## src/rtl/branch_checkpoint_queue.sv

```systemverilog
// -----------------------------------------------------------------------------
// branch_checkpoint_queue
//
// In-order queue of per-branch perceptron prediction checkpoints. Decode pushes
// one checkpoint per predicted branch; execute resolves branches oldest-first.
// Each resolve pops the head and may produce a registered training packet for
// the perceptron trainer and, on a mispredict, a GHR restore value. A
// mispredict or an external flush discards every younger (wrong-path) entry.
//
// Ports:
//   clk, rst_n          clock; asynchronous ACTIVE-HIGH reset (legacy name)
//   alloc_*             decode push: valid/ready handshake plus PC, perceptron
//                       index, GHR snapshot, predicted direction, signed sum
//   resolve_*           execute result for the oldest branch: PC and outcome
//   flush               external pipeline flush, empties the queue
//   train_*             registered 1-cycle training packet
//   restore_*           registered 1-cycle GHR restore packet
//   count/empty/full    occupancy
//   pc_mismatch         sticky error: resolve PC differed from head PC, or a
//                       resolve arrived while the queue was empty
// -----------------------------------------------------------------------------
module branch_checkpoint_queue #(
  parameter int DEPTH        = 8,
  parameter int HISTORY_SIZE = 64,
  parameter int IDX_WIDTH    = 6,
  parameter int ADDR_WIDTH   = 32,
  parameter int SUM_WIDTH    = 16,
  parameter int THETA        = 137
) (
  input  logic                     clk,
  input  logic                     rst_n,
  input  logic                     alloc_valid,
  output logic                     alloc_ready,
  input  logic [ADDR_WIDTH-1:0]    alloc_pc,
  input  logic [IDX_WIDTH-1:0]     alloc_index,
  input  logic [HISTORY_SIZE-1:0]  alloc_history,
  input  logic                     alloc_prediction,
  input  logic [SUM_WIDTH-1:0]     alloc_sum,
  input  logic                     resolve_valid,
  input  logic [ADDR_WIDTH-1:0]    resolve_pc,
  input  logic                     resolve_taken,
  input  logic                     flush,
  output logic                     train_valid,
  output logic [IDX_WIDTH-1:0]     train_index,
  output logic [HISTORY_SIZE-1:0]  train_history,
  output logic                     train_taken,
  output logic                     train_mispredict,
  output logic                     restore_valid,
  output logic [HISTORY_SIZE-1:0]  restore_history,
  output logic [$clog2(DEPTH):0]   count,
  output logic                     empty,
  output logic                     full,
  output logic                     pc_mismatch
);

  localparam int PTR_W = $clog2(DEPTH);
  localparam logic [SUM_WIDTH:0] THETA_V = (SUM_WIDTH + 1)'(THETA);
  localparam logic [PTR_W:0]     PTR_ONE = {{PTR_W{1'b0}}, 1'b1};

  // Pointers carry one extra wrap bit so full and empty are distinguishable.
  logic [PTR_W:0] head, tail, head_next;

  logic [ADDR_WIDTH-1:0]   pc_mem   [DEPTH];
  logic [IDX_WIDTH-1:0]    idx_mem  [DEPTH];
  logic [HISTORY_SIZE-1:0] hist_mem [DEPTH];
  logic                    pred_mem [DEPTH];
  logic [SUM_WIDTH-1:0]    sum_mem  [DEPTH];

  logic [PTR_W-1:0]        head_slot;
  logic                    do_resolve, pc_ok, mis, squash, alloc_fire;
  logic                    train_fire, restore_fire, mismatch_set;
  logic [SUM_WIDTH:0]      sum_ext, abs_sum;

  assign empty       = (head == tail);
  assign full        = (head[PTR_W] != tail[PTR_W]) &&
                       (head[PTR_W-1:0] == tail[PTR_W-1:0]);
  assign count       = tail - head;
  assign alloc_ready = !full;
  assign head_slot   = head[PTR_W-1:0];

  // NOTE: every signal driven here gets a default first, so no path through
  // the block can leave it unassigned and infer a latch.
  always_comb begin
    do_resolve   = 1'b0;
    pc_ok        = 1'b0;
    mis          = 1'b0;
    sum_ext      = '0;
    abs_sum      = '0;
    train_fire   = 1'b0;
    restore_fire = 1'b0;
    squash       = 1'b0;
    alloc_fire   = 1'b0;
    mismatch_set = 1'b0;
    head_next    = head;

    do_resolve = resolve_valid && !empty;
    pc_ok      = (resolve_pc == pc_mem[head_slot]);
    mis        = pred_mem[head_slot] ^ resolve_taken;

    // One extra bit so the magnitude of the most negative sum is representable.
    sum_ext = {sum_mem[head_slot][SUM_WIDTH-1], sum_mem[head_slot]};
    abs_sum = sum_ext[SUM_WIDTH] ? -sum_ext : sum_ext;

    // A PC mismatch means the checkpoint cannot be trusted: pop it silently.
    train_fire   = do_resolve && pc_ok && (mis || (abs_sum <= THETA_V));
    restore_fire = do_resolve && pc_ok && mis;
    squash       = restore_fire;
    mismatch_set = (resolve_valid && empty) || (do_resolve && !pc_ok);

    // Allocation sees the pre-resolve occupancy; wrong-path pushes are dropped.
    alloc_fire = alloc_valid && !full && !flush && !squash;

    if (do_resolve) head_next = head + PTR_ONE;
  end

  // NOTE: sequential state uses non-blocking assignments so every register
  // samples the pre-edge values regardless of statement order.
  always_ff @(posedge clk or posedge rst_n) begin
    if (rst_n) begin
      head <= '0;
      tail <= '0;
    end else begin
      head <= head_next;
      // Flush and mispredict both leave the queue empty after the pop.
      if (flush || squash) tail <= head_next;
      else if (alloc_fire) tail <= tail + PTR_ONE;
    end
  end

  // NOTE: payload storage is deliberately left out of reset; validity is
  // tracked solely by the pointers, so stale contents are never observed.
  always_ff @(posedge clk) begin
    if (alloc_fire) begin
      pc_mem[tail[PTR_W-1:0]]   <= alloc_pc;
      idx_mem[tail[PTR_W-1:0]]  <= alloc_index;
      hist_mem[tail[PTR_W-1:0]] <= alloc_history;
      pred_mem[tail[PTR_W-1:0]] <= alloc_prediction;
      sum_mem[tail[PTR_W-1:0]]  <= alloc_sum;
    end
  end

  // Registered output packets: valid pulses for one cycle, data holds.
  always_ff @(posedge clk or posedge rst_n) begin
    if (rst_n) begin
      train_valid      <= 1'b0;
      train_index      <= '0;
      train_history    <= '0;
      train_taken      <= 1'b0;
      train_mispredict <= 1'b0;
      restore_valid    <= 1'b0;
      restore_history  <= '0;
      pc_mismatch      <= 1'b0;
    end else begin
      train_valid   <= train_fire;
      restore_valid <= restore_fire;
      if (train_fire) begin
        train_index      <= idx_mem[head_slot];
        train_history    <= hist_mem[head_slot];
        train_taken      <= resolve_taken;
        train_mispredict <= mis;
      end
      if (restore_fire)
        restore_history <= {hist_mem[head_slot][HISTORY_SIZE-2:0], resolve_taken};
      if (mismatch_set) pc_mismatch <= 1'b1;
    end
  end

endmodule

```

## config.mk

```make
export PLATFORM = sky130hd
export DESIGN_NAME = branch_checkpoint_queue
export DESIGN_NICKNAME = d
export VERILOG_FILES = /design/src/rtl/branch_checkpoint_queue.sv
export SDC_FILE = /design/constraint.sdc
export NUM_CORES = 1
export LEC_CHECK = 0
export BUFFER_PORTS_ARGS = -buffer_cell sky130_fd_sc_hd__buf_2
export CAP_MARGIN = 20
export CORE_ASPECT_RATIO = 0.8
export CORE_MARGIN = 2
export CORE_UTILIZATION = 45
export CTS_CLUSTER_DIAMETER = 40
export DETAILED_ROUTE_END_ITERATION = 8
export HOLD_SLACK_MARGIN = 0.1
export SYNTH_ARGS = -nofsm -noshare
export SYNTH_HDL_FRONTEND = slang
export SYNTH_SLANG_ARGS = --single-unit
```

## constraint.sdc

```tcl
create_clock -name clk -period 21.5 [get_ports clk]
set_input_delay 4.3 -clock clk [delete_from_list [all_inputs] [get_ports clk]]
set_output_delay 4.3 -clock clk [all_outputs]
set_load 0.005 [all_outputs]
```

==> flow_metrics.py <==
metrics = {
    "setup_path": {
        "cp_slowest_cell": "sky130_fd_sc_hd__dfrtp_4",
        "worstPathBufferInverterCount": 4,
        "worstSetupEndpointType": "output pin",
        "worst_path_largest_cell_delay_ns": 0.95,
        "cp_cell_sequence": "buf_4 -> inv_4 -> buf_4 -> ha_1 -> a21oi_1 -> xor2_1 -> buf_2",
        "worstPathRequired_ns": 17.20,
        "timing.critical_path.max_delay_family": "buffers and inverters",
        "worst_path_most_repeated_cell": "sky130_fd_sc_hd__buf_4",
        "criticalPathCategory": "flop to output pin",
        "reg2reg_from": "head[0]$_DFF_PP0_",
        "critPathLaunch": "head[2]$_DFF_PP0_",
        "crit_path_max_fanout": 49,
        "start_kind": "flop",
        "worst_ep_arrival_time_ns": 4.21,
    },
    "status": {
        "outcome": "finished, violations left",
        "violations_in_the_final_reports": "DRC",
    },
    "finish": {
        "final_core_util_pct": 53.3,
        "fill_cells": 7221,
        "final_cell_mix": "sky130_fd_sc_hd__edfxtp_1 (952), sky130_fd_sc_hd__buf_2 (302), sky130_fd_sc_hd__nand2_1 (231)",
        "drive_gt1_share_pct": 36.0,
        "mostFrequentLayoutCell": "sky130_fd_sc_hd__edfxtp_1",
        "area_delta_synth_final_pct": 17.0,
        "finish.net_count": 2619,
    },
    "floorplan": {
        "ios": 303,
        "rows": 100,
        "die_height_um": 279,
        "core_area_um2": 93500,
        "initial_util_pct": 45.6,
        "die_x_um": 348,
        "die_area_um2": 97200,
    },
    "timing": {
        "timing.slew.headroom_pct": 29.5,
        "max_freq_mhz": 118,
        "grt_setup_unrepaired": "no",
        "hold_viol": 0,
        "worstMarginPinSlew_ns": 1.06,
        "timing.final.crit_share_pct": 39.6,
        "period_needed_ns": 8.51,
        "setup_violators_final": 0,
        "final_max_slew_viol_count": 0,
        "setup_tns_ns": 0,
        "finClkSkew_ns": 0.0294,
    },
    "grt": {
        "initial_antenna_violation_count": 25,
        "grt_remaining_overflow": 0,
        "gr-usage-all-layers_pct": 19.3,
        "grt_pass1_vias": 22300,
        "first_pass_grt_wire_length_mm": 140,
        "grt_max_degree": 101,
    },
    "cts": {
        "cts-resized-gates": 0,
        "cts.hold.buffers_added": 0,
        "clkSlewWorstSetupHoldPaths_ns": 0.06,
        "clock_path_buffers": 3,
        "cts_buffer_count": 131,
        "cts_sinks": 1099,
        "cts.root.buffer_cell": "sky130_fd_sc_hd__clkbuf_16",
        "clock_insertion_delay_worst_skew_ns": 0.72,
        "cts_h_tree_depth": 4,
        "cts_setup_buffers": 0,
        "clock_tree_from_tritoncts": "done",
    },
    "power_and_ir_drop": {
        "powerDensity_nw_per_um2": 125,
        "vdd_drop_max_v": 0.000134,
        "total_leakage_power_nw": 18.2,
    },
    "route": {
        "vias": 20700,
        "ant_nets": 0,
        "wire_length_after_detailed_routing_mm": 92.4,
        "drt_first_iter_violations": 1500,
        "detail_route.vias_per_cell": 5.48,
        "detail_route.drc_violations": 2,
        "firstDrtPassIters": 9,
        "post_drt_wl_per_cell_um": 24.4,
    },
    "synthesis": {
        "flop_and_latch_count_out_of_synthesis": 1099,
        "synth_seq_area_share_pct": 75.7,
        "synthArstFlopShare_pct": 13.4,
        "post_synth_num_cell_types": 58,
        "postSynth.topFlopCell": "sky130_fd_sc_hd__edfxtp_1",
        "synthesis.instances": 2077,
        "synth_area_per_cell_um2": 20.5,
        "synth_edf_count": 952,
        "synth_nets": 2241,
        "syn-cell-area_um2": 42600,
        "yosys_warnings": 0,
    },
    "worst_hold_path": {
        "hp-start": "pc_mismatch$_DFFE_PP0P_",
        "worst_hold_path_type": "flop to flop",
    },
    "place": {
        "hpwlAfterDp_mm": 53.3,
        "gp_congestion": 0.837,
        "numPortBuffers": 302,
    },
    "run": {
        "max_cap_viol_count": 0,
    },
}
[flip-flops by register name, summed over array words and instances (netlist names)]
register	cells
hist_mem	512
pc_mem	256
sum_mem	128
restore_history	64
train_history	64
idx_mem	48
pred_mem	8
train_index	6
head	4
tail	4
pc_mismatch	1
restore_valid	1
train_mispredict	1
train_taken	1
train_valid	1
[cells in the mapped netlist, types with 13 or more instances]
cell type,number,share of area (%)
sky130_fd_sc_hd__edfxtp_1,952,67
sky130_fd_sc_hd__nand2_1,231,2.0
sky130_fd_sc_hd__mux4_2,209,11
sky130_fd_sc_hd__dfrtp_1,147,8.6
sky130_fd_sc_hd__mux2i_1,83,1.9
sky130_fd_sc_hd__mux2_2,76,2.0
sky130_fd_sc_hd__mux2_4,71,2.5
sky130_fd_sc_hd__clkbuf_1,51,0.45
sky130_fd_sc_hd__xnor2_1,27,0.55
sky130_fd_sc_hd__buf_1,18,0.16
sky130_fd_sc_hd__nor2_1,14,0.12
sky130_fd_sc_hd__inv_1,13,0.11
[routing by layer]
metal	vias to the layer above	GRT usage, %	routed length [um]
li1	9115	-	-
met5	-	0	150
met1	11000	24.7	38100
met3	173	4.04	4340
met4	24	5.46	1960
met2	455	33.4	47900
[layout make-up]
| class | count | area, um2 | share of cell area, % |
|---|---|---|---|
| Multi-Input combinational cell | 866 | 9850 | 19.8 |
| Timing Repair Buffer | 344 | 1910 | 3.83 |
| Antenna cell | 4 | 10.0 | 0.0201 |
| Clock buffer | 163 | 3550 | 7.13 |
| Clock inverter | 75 | 662 | 1.33 |
| Tap cell | 1224 | 1530 | 3.07 |
| Inverter | 13 | 56.3 | 0.113 |
| Sequential cell | 1099 | 32300 | 64.7 |
[report_power, final]
part / switching [mW] / internal (mW)
registers: 0.0901 / 2.49
logic: 0.872 / 0.648
clock network: 0.863 / 1.26
[per-stage QoR]
stage	hold slack, ns	cell area (um2)	setup slack, ns	instances	total power, mW
6_report	0.484	49900	12.99	3788	6.22
3_5_place_dp	0.468	45500	12.44	3541	4.17
3_3_place_gp	0.439	45500	12.55	3540	4.14
2_1_floorplan	0.451	42600	3.78	2077	3.73
4_1_cts	0.479	49800	12.91	3779	6.30
5_1_grt	0.503	49800	12.77	3784	6.50
[path summary, 6_finish.rpt]
kind	end	slack [ns]	cells past startpoint
max reg2reg	train_history[23]$_DFFE_PP0P_	13.85	13
min in group asynchronous	restore_history[32]$_DFFE_PP0P_	3.71	2
max	count[3]	12.99	7
max in group asynchronous	train_index[1]$_DFFE_PP0P_	16.55	4
min	pc_mismatch$_DFFE_PP0P_	0.48	1
min reg2reg	pc_mismatch$_DFFE_PP0P_	0.48	1
[logic make-up (layout without fill, tap and decap cells)]
group	after synthesis	count (layout)	synth area share, %
flops	1099	1099	75.7
mux	440	440	17.6
simple gates	310	310	3.15
buf+inv	112	595	1.28
compound gates	70	70	1.25
xor+xnor	39	39	0.802
fa+ha+maj	7	7	0.223
other cells	0	4	0
No activity file was read; power rests on OpenSTA's default activity.
